**src/rtl/dispatch_pkg.sv**
```systemverilog
// Shared types for the dispatch queue router: the instruction-class encoding
// seen on in_type and the mapping from class to reservation-station group.
package dispatch_pkg;

    // Instruction class as presented by decode on in_type.
    typedef enum logic [1:0] {
        CLS_ALU    = 2'b00,
        CLS_BRANCH = 2'b01,
        CLS_LOAD   = 2'b10,
        CLS_STORE  = 2'b11
    } instr_class_t;

    // Reservation-station group that services a class.
    typedef enum logic [1:0] {
        GRP_ALU    = 2'b00,
        GRP_AGU    = 2'b01,
        GRP_BRANCH = 2'b10
    } rs_group_t;

    // Loads and stores share the AGU stations.
    function automatic rs_group_t class_to_group(input instr_class_t cls);
        rs_group_t grp;
        case (cls)
            CLS_ALU:    grp = GRP_ALU;
            CLS_BRANCH: grp = GRP_BRANCH;
            default:    grp = GRP_AGU;
        endcase
        return grp;
    endfunction

endpackage

```
**src/rtl/rs_select.sv**
```systemverilog
// One-hot station picker for a single reservation-station group.
// DISPATCH_RR_EN defined: round-robin search starting at a per-group pointer
// that advances past each granted station. Undefined: lowest-index free
// station, no state.
module rs_select #(
    parameter int N = 4
) (
    input  logic         clk,
    input  logic         reset,
    input  logic [N-1:0] busy,
    input  logic         enable,
    output logic [N-1:0] grant
);

    logic [N-1:0] free;
    assign free = enable ? ~busy : '0;

`ifdef DISPATCH_RR_EN
    localparam int PW = (N > 1) ? $clog2(N) : 1;

    logic [PW-1:0]         ptr_reg;
    logic [PW-1:0]         ptr_next;
    logic [PW-1:0]         grant_idx;
    logic [N-1:0]          at_or_after;
    logic [N-1:0]          free_hi;
    logic [PW-1:0][N-1:0]  idx_mask;

    // at_or_after marks stations whose index is >= the pointer; idx_mask
    // holds, per index bit, the stations whose index has that bit set so the
    // one-hot grant can be encoded with plain OR reductions.
    genvar gi, gj;
    generate
        for (gi = 0; gi < N; gi++) begin : g_station
            assign at_or_after[gi] = (PW'(gi) >= ptr_reg);
            for (gj = 0; gj < PW; gj++) begin : g_bit
                assign idx_mask[gj][gi] = (((gi >> gj) % 2) == 1);
            end
        end
        for (gj = 0; gj < PW; gj++) begin : g_enc
            assign grant_idx[gj] = |(grant & idx_mask[gj]);
        end
    endgenerate

    // First free station at or after the pointer; otherwise wrap to the
    // lowest free station overall.
    assign free_hi = free & at_or_after;
    assign grant   = (|free_hi) ? (free_hi & (~free_hi + N'(1)))
                                : (free & (~free + N'(1)));

    assign ptr_next = (grant_idx == PW'(N - 1)) ? '0 : grant_idx + PW'(1);

    // Pointer moves only when a station is actually written.
    always_ff @(posedge clk or posedge reset) begin
        if (reset) begin
            ptr_reg <= '0;
        end else if (|grant) begin
            ptr_reg <= ptr_next;
        end
    end
`else
    // Fixed priority needs no clock or reset.
    logic unused_clk_reset;
    assign unused_clk_reset = clk ^ reset;

    assign grant = free & (~free + N'(1));
`endif

endmodule

```
**src/rtl/dispatch_queue_router.sv**
```systemverilog
// In-order dispatch queue that routes its head instruction to a free
// reservation station of the matching class (ALU, AGU for load/store, branch).
// Entry leaves the queue on the edge where its route pulse is high.
// DISPATCH_RR_EN selects round-robin station choice (see rs_select).
module dispatch_queue_router
    import dispatch_pkg::*;
#(
    parameter int N_ALU_RS      = 4,
    parameter int N_AGU_RS      = 2,
    parameter int N_BRANCH_RS   = 2,
    parameter int QUEUE_DEPTH   = 4,
    parameter int PAYLOAD_WIDTH = 128
) (
    input  logic                           clk,
    input  logic                           reset,
    input  logic                           flush,
    input  logic                           in_valid,
    output logic                           in_ready,
    input  logic [1:0]                     in_type,
    input  logic [PAYLOAD_WIDTH-1:0]       in_payload,
    input  logic [N_ALU_RS-1:0]            alu_rs_busy,
    input  logic [N_AGU_RS-1:0]            agu_rs_busy,
    input  logic [N_BRANCH_RS-1:0]         branch_rs_busy,
    output logic [N_ALU_RS-1:0]            alu_rs_route,
    output logic [N_AGU_RS-1:0]            agu_rs_route,
    output logic [N_BRANCH_RS-1:0]         branch_rs_route,
    output logic [PAYLOAD_WIDTH-1:0]       out_payload,
    output logic                           stall,
    output logic [$clog2(QUEUE_DEPTH):0]   occupancy
);

    localparam int AW = $clog2(QUEUE_DEPTH);
    localparam int OW = AW + 1;

    logic [PAYLOAD_WIDTH-1:0] payload_mem [QUEUE_DEPTH];
    instr_class_t             class_mem   [QUEUE_DEPTH];

    logic [AW-1:0] rd_ptr_reg;
    logic [AW-1:0] wr_ptr_reg;
    logic [OW-1:0] count_reg;

    logic          head_valid;
    instr_class_t  head_class;
    rs_group_t     head_group;
    logic          push;
    logic          pop;
    logic          alu_en;
    logic          agu_en;
    logic          branch_en;

    assign head_valid = (count_reg != '0);
    assign head_class = class_mem[rd_ptr_reg];
    assign head_group = class_to_group(head_class);

    // No bypass: a full queue refuses input even if the head leaves this cycle.
    assign in_ready  = (count_reg < OW'(QUEUE_DEPTH)) && !flush;
    assign push      = in_valid && in_ready;
    assign pop       = (|alu_rs_route) || (|agu_rs_route) || (|branch_rs_route);

    assign alu_en    = head_valid && !flush && (head_group == GRP_ALU);
    assign agu_en    = head_valid && !flush && (head_group == GRP_AGU);
    assign branch_en = head_valid && !flush && (head_group == GRP_BRANCH);

    assign out_payload = payload_mem[rd_ptr_reg];
    assign occupancy   = count_reg;

    rs_select #(.N(N_ALU_RS)) u_alu_sel (
        .clk    (clk),
        .reset  (reset),
        .busy   (alu_rs_busy),
        .enable (alu_en),
        .grant  (alu_rs_route)
    );

    rs_select #(.N(N_AGU_RS)) u_agu_sel (
        .clk    (clk),
        .reset  (reset),
        .busy   (agu_rs_busy),
        .enable (agu_en),
        .grant  (agu_rs_route)
    );

    rs_select #(.N(N_BRANCH_RS)) u_branch_sel (
        .clk    (clk),
        .reset  (reset),
        .busy   (branch_rs_busy),
        .enable (branch_en),
        .grant  (branch_rs_route)
    );

    // Head is stalled when every station of its group is busy.
    always_comb begin
        stall = 1'b0;
        if (head_valid) begin
            case (head_group)
                GRP_ALU:    stall = &alu_rs_busy;
                GRP_AGU:    stall = &agu_rs_busy;
                GRP_BRANCH: stall = &branch_rs_busy;
                default:    stall = 1'b0;
            endcase
        end
    end

    // Pointer and occupancy bookkeeping; flush empties the queue in one edge.
    always_ff @(posedge clk or posedge reset) begin
        if (reset) begin
            rd_ptr_reg <= '0;
            wr_ptr_reg <= '0;
            count_reg  <= '0;
        end else if (flush) begin
            rd_ptr_reg <= '0;
            wr_ptr_reg <= '0;
            count_reg  <= '0;
        end else begin
            if (push) begin
                wr_ptr_reg <= wr_ptr_reg + AW'(1);
            end
            if (pop) begin
                rd_ptr_reg <= rd_ptr_reg + AW'(1);
            end
            if (push && !pop) begin
                count_reg <= count_reg + OW'(1);
            end else if (!push && pop) begin
                count_reg <= count_reg - OW'(1);
            end
        end
    end

    // Entry storage; contents are not reset, validity comes from count_reg.
    always_ff @(posedge clk) begin
        if (push) begin
            payload_mem[wr_ptr_reg] <= in_payload;
            class_mem[wr_ptr_reg]   <= instr_class_t'(in_type);
        end
    end

endmodule

```
**config.mk**
```make
export PLATFORM = sky130hd
export DESIGN_NAME = dispatch_queue_router
export DESIGN_NICKNAME = d
export VERILOG_FILES = /design/src/rtl/dispatch_pkg.sv /design/src/rtl/rs_select.sv /design/src/rtl/dispatch_queue_router.sv
export SDC_FILE = /design/constraint.sdc
export NUM_CORES = 1
export LEC_CHECK = 0
export ABC_AREA = 0
export BUFFER_PORTS_ARGS = -buffer_cell sky130_fd_sc_hd__buf_2
export CAP_MARGIN = 5
export CORE_MARGIN = 2
export CORE_UTILIZATION = 55
export CTS_CLUSTER_SIZE = 25
export DETAILED_ROUTE_END_ITERATION = 12
export GPL_TIMING_DRIVEN = 0
export PLACE_DENSITY = 0.77
export SLEW_MARGIN = 20
export SYNTH_ARGS = -nofsm -noshare
export SYNTH_HDL_FRONTEND = slang
export SYNTH_SLANG_ARGS = --single-unit
```
**constraint.sdc**
```tcl
create_clock -name clk -period 5.55 [get_ports clk]
set_clock_uncertainty 0.1 [all_clocks]
set_input_delay 0.555 -clock clk [delete_from_list [all_inputs] [get_ports clk]]
set_output_delay 0.555 -clock clk [all_outputs]
set_load 0.05 [all_outputs]
```
==> qor.csv <==
metric;value;unit
outcome;finished, final reports clean;
core outline area;34500;sq um
pwr/cell area;488;nW/um^2
initial core utilization;56.0;%
share of layout cells above drive strength 1;44.8;%
first-pass GRT wire length;55.7;mm
minimum clock period;3940;ps
Pint;7.62;mW
Worst Tran Pin Value;933;ps
Sw Share;32.8;%
cell row count;68;
Final #Nets;1251;
DR WL/cell;23.3;um
total wire length;37.3;mm
Yosys top cell by area;edfxtp_1;
via count;8985;
power after layout;11.3;mW
die width;191;um
Worst Path Arrival;3290;ps
Gate power share;28.8;%
max_cap viols;0;
Max stage delay on crit path;750;ps
grt total ovfl;0;
Seq/Total Area, Yosys;81.7;%
Die ar.;36700;sq um
post-synth top area share;80.8;%
CTS Buffer Depth;3;
initial antenna violation count;8;
Critical Path Start Type;register;
CTS Buf Count;51;
CP max-delay cell;buf_1;
Netlist cell types;35;
Mapped Area;19300;sq um
Mapped Cells;756;
Max Clk Rate;254;MHz
Layout area overhead;20.3;%
CP Max Fanout;10;
Reg clk slew, reported paths;60;ps
sw power;3.72;mW
leading cell type in the layout, fill and taps excluded;edfxtp_1;
busiest grt layer;met2;
fin area;23300;sq um
vias in the first global route;9328;
syn_area_per_cell;25.6;sq um
Synth area leaders;edfxtp_1 81%, mux4_2 15%, dfrtp_1 0.91%;
RSZ-0062 raised after global routing;false;
drt first pass iters;5;
Largest register FFs;512;
crit path cell chain;buf_6, clkbuf_1, buf_1, mux4_2, buf_2;
met2 Usage GRT;34.2;%
Port Buf Inserts;282;
Hold Violations, Final;0;
Die Y;191;um
VDD IR max;0.000367;V
H-tree Lvls;2;
post-CTS setup buffers;0;
TritonCTS clock tree;done;
root buffer cell;clkbuf_16;
Avg Vias per Cell;5.62;
final hold slack;108;ps
commonest non-fill, non-tap cells in the layout;520 x edfxtp_1, 283 x buf_2, 130 x mux4_2, 53 x clkbuf_16, 22 x clkbuf_1;
Iter 0 DRT Violations;518;
DRC Markers;0;
ANT nets after route;0;
largest net degree at the start of global routing;47;
syn_nets;903;
max-slew violation count;0;
Slew headroom;37.8;%
RD Place Congestion;0.726;
final setup vio count;0;
synth warn;0;
register bit total from synthesis;527;
Seq pwr share;42.1;%
Buf+Inv Stages, Crit Path;4;
crit end category;output port;
final cycle utilization of the critical path;71.0;%
CP Data Required Time;4890;ps
critical path type;register to output port;
met1 global-route usage;26.4;%
gr usage total;20.7;%
LEAKAGE;7.78;nW
clock share of power;29.2;%
grt met3 use;7.36;%
dpl cell area;21600;sq um
Clock Latency Late Sink;540;ps
DPL Wire Length;24.2;mm
io pins;283;
crit-path leading delay family;buffers and inverters;
# clock sinks;527;
most flop-heavy register;payload_mem;
min-delay worst type;primary input to register;
## synth_stat cells (all sizes together)
master and count:
o21ai 2, o31ai 1, clkbuf 17, nor2b 2, nor3 4, mux2i 2
and2 3, dfrtp 7, mux4 130, a32oi 1, a21oi 2, a21o 1
and3 5, xnor2 2, buf 15, nor3b 4, nand3b 3, edfxtp 520
o211ai 1, ha 4, nand2b 2, fa 1, inv 6, a31oi 1
or4b 1, nor2 10, o21bai 1, nand3 2, or3 1, xnor3 1
nand2 4
## final timing paths
kind	start	cells after the start	slack (ps)	to
worst max-delay path	rd_ptr_reg[0]	5	1610	out_payload[43]
worst min-delay path	in_payload[34]	1	110	payload_mem[1][34]
worst max register to register	rd_ptr_reg[0]	8	2680	occupancy[2]
worst min register to register	wr_ptr_reg[0]	2	530	wr_ptr_reg[0]
max in group asynchronous	reset	3	4740	occupancy[2]
min in group asynchronous	reset	3	380	wr_ptr_reg[1]
## cells by family (layout without fill, tap and decap cells)
kind of cell | Yosys count | after routing | share of synthesized area [%]
DFF | 527 | 527 | 81.7
muxes | 132 | 132 | 15.3
and+or+nand+nor | 41 | 41 | 1.23
buffers and inverters | 38 | 424 | 0.783
AOI/OAI and AO/OA | 10 | 10 | 0.453
adders and majority gates | 5 | 5 | 0.363
xor gates and xnor gates | 3 | 3 | 0.207
other | 0 | 3 | 0
## metal layers
metal | part of all wire [%] | wire length, um
met5 | 0.20 | 75
met4 | 2.0 | 729
met3 | 9.3 | 3490
met2 | 51 | 19000
met1 | 38 | 14000
## power groups by stage
stage	sequential, mW	combinational, mW	clock (mW)
final	4.77	3.26	3.31
after global routing	4.79	3.44	3.53
after CTS	4.77	3.32	3.38
after detailed placement	4.85	3.30	0
after global placement	4.91	3.21	0
after floorplan	4.90	2.46	0
## metrics by stage
stage	instances	TNS [ps]	utilization, %	worst slack [ps]
finish	1600	0	67.3	1610
global route	1598	0	67.3	1290
CTS	1597	0	67.3	1440
detailed placement	1505	0	62.6	2010
global placement	1493	-697730	61.7	-1390
floorplan	756	0	-	333
## what timing repair did
action	in CTS	in global routing
hold buffers	1	0
resized for setup	0	0
endpoints found under the setup margin	0	0
hold endpoints to repair	7	0
## area by class of cell
class | count | area [sq um]
inverter | 6 | 22.5
clock inverter | 33 | 275
sequential | 527 | 15800
buffer | 32 | 129
clock buffer | 58 | 1350
fill | 2198 | 11300
multi-input combinational | 191 | 3410
timing repair buffer | 295 | 1710
tap | 455 | 569
antenna | 3 | 7.51
No activity file was read; power rests on OpenSTA's default activity.
